$ cat src/rtl/_shift_unit_en.sv
// Clock-enabled shift/rotate register with a multi-cycle IDLE/SHIFT/DONE sequencer.
// A shift command latches its mode and step count; each enabled SHIFT cycle performs one step.
module _shift_unit_en #(
  parameter int unsigned WIDTH = 8,
  parameter int unsigned AMT_W = 4
) (
  input  logic             clk,
  input  logic             reset_n,
  input  logic             en,
  input  logic             start,
  input  logic [2:0]       mode,
  input  logic [AMT_W-1:0] amt,
  input  logic [WIDTH-1:0] d,
  input  logic             si,
  output logic [WIDTH-1:0] q,
  output logic             so,
  output logic             busy,
  output logic             done
);

  localparam logic [1:0] StIdle  = 2'd0;
  localparam logic [1:0] StShift = 2'd1;
  localparam logic [1:0] StDone  = 2'd2;

  localparam logic [2:0] ModeHold = 3'b000;
  localparam logic [2:0] ModeLoad = 3'b001;
  localparam logic [2:0] ModeShl  = 3'b010;
  localparam logic [2:0] ModeShr  = 3'b011;
  localparam logic [2:0] ModeRol  = 3'b100;
  localparam logic [2:0] ModeRor  = 3'b101;
  localparam logic [2:0] ModeAsr  = 3'b110;
  localparam logic [2:0] ModeClr  = 3'b111;

  logic [1:0]       state_q, state_d;
  logic [WIDTH-1:0] q_q, q_d;
  logic             so_q, so_d;
  logic [AMT_W-1:0] cnt_q, cnt_d;
  logic [2:0]       op_q, op_d;

  logic [WIDTH-1:0] step_q;
  logic             step_so;

  // One single-bit step of the latched operation; si is sampled live each step.
  always_comb begin
    step_q  = q_q;
    step_so = so_q;
    case (op_q)
      ModeShl: begin
        step_q  = {q_q[WIDTH-2:0], si};
        step_so = q_q[WIDTH-1];
      end
      ModeShr: begin
        step_q  = {si, q_q[WIDTH-1:1]};
        step_so = q_q[0];
      end
      ModeRol: begin
        step_q  = {q_q[WIDTH-2:0], q_q[WIDTH-1]};
        step_so = q_q[WIDTH-1];
      end
      ModeRor: begin
        step_q  = {q_q[0], q_q[WIDTH-1:1]};
        step_so = q_q[0];
      end
      ModeAsr: begin
        step_q  = {q_q[WIDTH-1], q_q[WIDTH-1:1]};
        step_so = q_q[0];
      end
      default: begin
        step_q  = q_q;
        step_so = so_q;
      end
    endcase
  end

  always_comb begin
    state_d = state_q;
    q_d     = q_q;
    so_d    = so_q;
    cnt_d   = cnt_q;
    op_d    = op_q;
    unique case (state_q)
      StIdle: begin
        if (en) begin
          unique case (mode)
            ModeHold: ;
            ModeLoad: q_d = d;
            ModeClr:  q_d = '0;
            default: begin
              if (start) begin
                op_d    = mode;
                cnt_d   = amt;
                state_d = (amt != '0) ? StShift : StDone;
              end
            end
          endcase
        end
      end
      StShift: begin
        if (en) begin
          q_d   = step_q;
          so_d  = step_so;
          cnt_d = cnt_q - AMT_W'(1);
          if (cnt_q == AMT_W'(1)) state_d = StDone;
        end
      end
      StDone:  state_d = StIdle;
      default: state_d = StIdle;
    endcase
  end

  always_ff @(posedge clk or negedge reset_n) begin
    if (!reset_n) begin
      state_q <= StIdle;
      q_q     <= '0;
      so_q    <= 1'b0;
      cnt_q   <= '0;
      op_q    <= ModeHold;
    end else begin
      state_q <= state_d;
      q_q     <= q_d;
      so_q    <= so_d;
      cnt_q   <= cnt_d;
      op_q    <= op_d;
    end
  end

  assign q    = q_q;
  assign so   = so_q;
  assign busy = (state_q == StShift);
  assign done = (state_q == StDone);

endmodule

$ cat config.mk
export PLATFORM = sky130hd
export DESIGN_NAME = _shift_unit_en
export DESIGN_NICKNAME = d
export VERILOG_FILES = /design/src/rtl/_shift_unit_en.sv
export SDC_FILE = /design/constraint.sdc
export NUM_CORES = 1
export LEC_CHECK = 0
export CAP_MARGIN = 20
export CORE_UTILIZATION = 50
export CTS_CLUSTER_DIAMETER = 120
export DETAILED_ROUTE_END_ITERATION = 10
export PLACE_DENSITY = 0.81
export SLEW_MARGIN = 20
export SYNTH_ARGS = -nofsm -noshare
export SYNTH_HDL_FRONTEND = slang
export SYNTH_SLANG_ARGS = --single-unit
$ cat constraint.sdc
create_clock -name clk -period 3.8 [get_ports clk]
set_input_delay 0.57 -clock clk [delete_from_list [all_inputs] [get_ports clk]]
set_output_delay 0.57 -clock clk [all_outputs]
set_load 0.005 [all_outputs]
==> impl_metrics.py <==
metrics = {
    "outcome": {
        "outcome": "finished clean",
    },
    "clock_network": {
        "cts_tree": "built",
        "path_clk_slew_ns": 0.10,
        "clock_sinks": 18,
        "cts_buffers": 3,
        "htree_levels": 1,
        "cts.repair.resized": 0,
        "cts_hold_buf": 0,
        "postCtsSetupBuffers": 0,
        "clk_latency_ns": 0.31,
        "cts_root_buffer": "clkbuf_4",
        "clockBufferDepth": 2,
    },
    "timing": {
        "holdWs_ns": 0.5028,
        "fin_crit_sh": 0.7048,
        "max_freq_mhz": 373.4,
        "skew_ns": 0.005003,
        "drv_slew": 0,
        "setup_viol_count_final": 0,
        "fin_crit_ns": 2.678,
        "worst_slew_pin_slew_ns": 0.8285,
        "hold_viol": 0,
        "rsz0062_at_grt": "no",
        "slew_headroom": 0.4459,
        "worst_slack_ns": 1.122,
        "fin_setup_tns_ns": 0,
    },
    "worst_setup_path": {
        "worstPathMaxFanout": 16,
        "worstSetupPathType": "reg -> out",
        "critPathCaptureType": "output port",
        "rr_worst_depth": 5,
        "cp_num_buf_inv": 2,
        "r2r_start": "state_q[0]$_DFFE_PN0P_",
        "critPathSlowestCell": "dfrtp_1",
        "crit_chain": "nand2b_1, inv_4, clkdlybuf4s50_1",
        "cpPeakStageDelay_ns": 0.57,
        "critPathTopFamily": "buffers and inverters",
        "cp.arrival_ns": 2.11,
        "required_ns": 3.23,
        "rr_endpoint": "q[3]$_DFFE_PN0P_",
        "ff2ff_setup_slack_ns": 1.85,
        "startpoint_type": "flip-flop",
    },
    "min_path": {
        "hold_path_class": "reg -> reg",
        "min_path_cells": 1,
        "hp-start": "so$_DFFE_PN0P_",
        "min_to": "so$_DFFE_PN0P_",
    },
    "routing": {
        "drc": 0,
        "dr.pass1.iters": 4,
        "totalWireLength_um": 3529,
        "ant_nets": 0,
        "wl_per_cell_um": 15.90,
        "via_count": 1400,
        "drtIter0Drc": 47,
        "routed_via_density": 6.306,
    },
    "power_and_ir_drop": {
        "p_int_w": 0.0007535,
        "power_frac_comb": 0.581,
        "power_density_nw_per_um2": 818.6,
        "p_switching_w": 0.0006631,
        "clockPowerShare": 0.086,
        "p_leak_nw": 0.7019,
        "peakVddDrop_v": 0.0005241,
        "switching_share": 0.4681,
        "p_seq_frac": 0.333,
    },
    "logic_synthesis": {
        "syn_nets": 189,
        "seq_area_frac_synth": 0.3197,
        "syn-cell-area_um2": 1409,
        "ys_warn_count": 0,
        "synth-seq-cells": 18,
        "yosysUniqueCellTypes": 48,
        "synth_edf_count": 0,
        "async_reset_ff_frac": 1.000,
        "synthFlopType": "dfrtp_1",
        "syn_avg_cell_area_um2": 8.436,
        "synth_cells": 167,
    },
    "die": {
        "rows": 18,
        "ios": 31,
        "start_util": 0.5487,
        "die_area_um2": 3034,
        "fp.coreArea_um2": 2567,
        "die_w_um": 55.08,
        "die_h_um": 55.08,
    },
    "grt": {
        "grt_max_degree": 25,
        "grt_pass1_vias": 1224,
        "antenna_found_initial": 0,
        "grt_pass1_wl_um": 5547,
        "overflow": 0,
        "grt_usage": 0.2655,
    },
    "placement": {
        "post-dp-hpwl_um": 2608,
        "place_ws_ns": 1.486,
        "port_buffers": 30,
        "gp_congestion": 0.8029,
    },
    "final_layout": {
        "syn_to_final_growth_pct": 22.82,
        "drive_above_1_share": 0.08854,
        "n_antenna_cell": 0,
        "fillers": 219,
        "nets": 215,
    },
    "flow_run": {
        "maxCapViolations": 0,
    },
}
[cell usage after synthesis, drive strengths merged, types with 5 or more instances]
library cell | number | area share
a31oi | 8 | 0.040
dfrtp | 18 | 0.32
a21oi | 23 | 0.082
nand2 | 8 | 0.021
nor2 | 16 | 0.044
buf | 8 | 0.035
nor2b | 7 | 0.031
mux2i | 5 | 0.036
nand3 | 8 | 0.032
nand2b | 9 | 0.042
inv | 8 | 0.023
o31ai | 7 | 0.047
[area by class of cell]
type	instances	area (um2)	share of cell area
Inverter	8	32.53	0.01880
Tap cell	30	37.54	0.02169
Clock buffer	4	36.28	0.02097
Timing Repair Buffer	30	300.3	0.1735
Sequential cell	18	450.4	0.2603
Multi-Input combinational cell	132	873.3	0.5047
[layer usage]
| layer | GRT usage | vias up | share of wire |
|---|---|---|---|
| li1 | - | 668 | - |
| met1 | 0.3112 | 669 | 0.42 |
| met2 | 0.4779 | 54 | 0.51 |
| met3 | 0.02459 | 9 | 0.051 |
| met4 | 0.1333 | 0 | 0.021 |
| met5 | 0 | - | 0 |
[per-stage QoR]
stage               cells    util  total power (W)  instance area (um2)
floorplan             167       -         0.001035                 1409
global placement      218  0.6598         0.001251                 1694
detailed placement    218  0.6598         0.001282                 1694
CTS                   222  0.6740         0.001411                 1730
global route          222  0.6740         0.001530                 1730
finish                222  0.6740         0.001417                 1730
[cell usage in the layout, fill, tap and decap left out, types with 2 or more instances in the layout]
cell	netlist	final
a31oi_1	7	7
nand2b_1	8	8
nor3b_1	3	3
and3_1	2	2
o22a_1	2	2
clkbuf_4	0	3
mux2_2	3	3
nor2_1	15	15
ha_1	2	2
nand2_1	8	8
o21ai_0	3	3
xor2_1	2	2
nand3_1	7	7
nor2b_1	7	7
o221ai_1	3	3
dfrtp_1	18	18
o31ai_1	6	6
mux2i_1	5	5
a22oi_1	2	2
nor3_1	2	2
clkdlybuf4s50_1	0	30
a21oi_1	23	23
inv_1	7	7
[logic make-up (layout without fill, tap and decap cells)]
| kind of cell | Yosys count | after routing | synth area share |
|---|---|---|---|
| flip-flops | 18 | 18 | 0.3197 |
| XOR/XNOR | 2 | 2 | 0.01244 |
| multiplexers | 9 | 9 | 0.06749 |
| AO/OA/AOI/OAI | 58 | 58 | 0.2842 |
| adder cells (fa/ha/maj) | 3 | 3 | 0.02575 |
| AND/OR/NAND/NOR | 60 | 60 | 0.2300 |
| buffers and inverters | 17 | 42 | 0.06039 |
[worst max path at each step]
stage	startpoint	endpoint	slack [ns]	cells after the start
floorplan	mode[1]	q[0]$_DFFE_PN0P_	2.25	5
global placement	state_q[0]$_DFFE_PN0P_	busy	1.52	3
detailed placement	en	op_q[0]$_DFFE_PN0P_	1.49	5
CTS	state_q[0]$_DFFE_PN0P_	busy	1.15	3
global route	state_q[0]$_DFFE_PN0P_	busy	0.98	3
finish	state_q[0]$_DFFE_PN0P_	busy	1.12	3
[power by group through the flow]
| stage | Combinational, W | Sequential, W | Clock, W |
|---|---|---|---|
| after floorplan | 0.000658 | 0.000378 | 0 |
| after global placement | 0.000787 | 0.000464 | 0 |
| after detailed placement | 0.000812 | 0.000470 | 0 |
| after CTS | 0.000819 | 0.000466 | 0.000126 |
| after global routing | 0.000908 | 0.000491 | 0.000132 |
| final | 0.000823 | 0.000472 | 0.000122 |
[sequential cells by signal (all words and copies together) (netlist names)]
signal   count
op_q         3
cnt_q        4
so           1
state_q      2
q            8
[worst register-to-register path, delay by kind of cell (launching register included)]
| family | cells | cell delay [ns] |
|---|---|---|
| buf+inv | 1 | 0.15 |
| simple gates | 2 | 0.85 |
| flops | 1 | 0.52 |
| compound gates | 2 | 0.31 |
Note: power is estimated with default switching activity, not from simulation.
==> variant, RTL diff (same settings) <==
The parameter `AMT_W` goes from 4 to 6.
--- a/src/rtl/_shift_unit_en.sv
+++ b/src/rtl/_shift_unit_en.sv
@@ -2,7 +2,7 @@
 // A shift command latches its mode and step count; each enabled SHIFT cycle performs one step.
 module _shift_unit_en #(
   parameter int unsigned WIDTH = 8,
-  parameter int unsigned AMT_W = 4
+  parameter int unsigned AMT_W = 6
 ) (
   input  logic             clk,
   input  logic             reset_n,
Interface: changed (resized amt); port bits go from 31 to 33. No check against the original RTL was run, so the function may have changed too.
==> variant against the original RTL <==
Setup slack better by 0.25 ns. Sequential power is 9.1% higher. Area after synthesis is 14% higher. Total power is 14% higher. Wire length is 9.4% higher. Sequential cell count is 2 higher. Final area is 13% higher. Critical path type unchanged. Clock skew is 0.0013 ns lower. Synthesized cell count is 13% higher. Largest cell class unchanged.
==> variant: results (changes against the original RTL) <==
whs_ns: 0.5430  # +0.04021 ns
dp.cells: 255  # +17%
grt_pass1_wl_mm: 6.506  # +17%
holdPathStages: 2  # +1
port_buffers: 32  # +6.7%
grt_pass1_vias: 1512  # +24%
place_hpwl_mm: 2.812  # +7.8%
synth-xor-area-share_pct: 0.5456  # -0.70 points
yosysSeqAreaShare_pct: 31.18  # -0.79 points
status: "finished clean"
r2r_end: "q[2]$_DFFE_PN0P_"
layout.nets: 240  # +12%
avgSynthCellArea_sq_um: 8.539  # +1.2%
synth_mux_area_share_pct: 4.521  # -2.2 points
cts.clk_slew.worst_paths_ns: 0.13  # +0.03 ns
reg2regPathDepth: 4  # -1
place_area_sq_um: 1918  # +13%
yosys-top-cells-count: "a21oi_1 (26), dfrtp_1 (20), nand2_1 (20)"
routed_wl_mm: 3.860  # +9.4%
max_freq_mhz: 411.6  # +10%
drt_iter0_markers: 56  # +19%
drive_gt1_share_pct: 9.302  # +0.45 points
gp_congestion: 0.9064  # +13%
synth.area.top_cells: "dfrtp_1 (31%), a21oi_1 (8.1%), a31oi_2 (4.7%)"
p_leak_nw: 0.7604  # +8.3%
[variant: cell types whose count changed in the layout (fill, tap and decap cells not counted), moves of 3 or more]
cell / unedited run / this run
nand2_1: 8 / 20
a31oi_1: 7 / 2
a31oi_2: 1 / 6
nand3_1: 7 / 2
a21oi_1: 23 / 26
nand4b_1: 0 / 3
nor2_1: 15 / 12
nor2b_1: 7 / 10
o21ai_0: 3 / 6
[variant: area by class of cell]
type                            count  area [sq um]
Fill cell                         274          1099
Multi-Input combinational cell    149          1005
Sequential cell                    20         500.5
Timing Repair Buffer               32         320.3
Tap cell                           44         55.05
Inverter                           10         37.54
Clock buffer                        4         36.28
[variant: logic make-up after synthesis]
kind of cell / after synthesis
compound gates: 66
xor+xnor: 1
fa+ha+maj: 3
buf+inv: 19
flops: 20
mux: 7
simple gates: 72
[variant: metal layers]
metal  GRT usage (%)  share of wire [%]  vias to the layer above
met5               0                  0                        -
met4           12.59               0.70                        0
met3           3.297                3.1                        4
met2           43.19                 52                       34
met1           28.93                 44                      747
li1                -                  -                      738
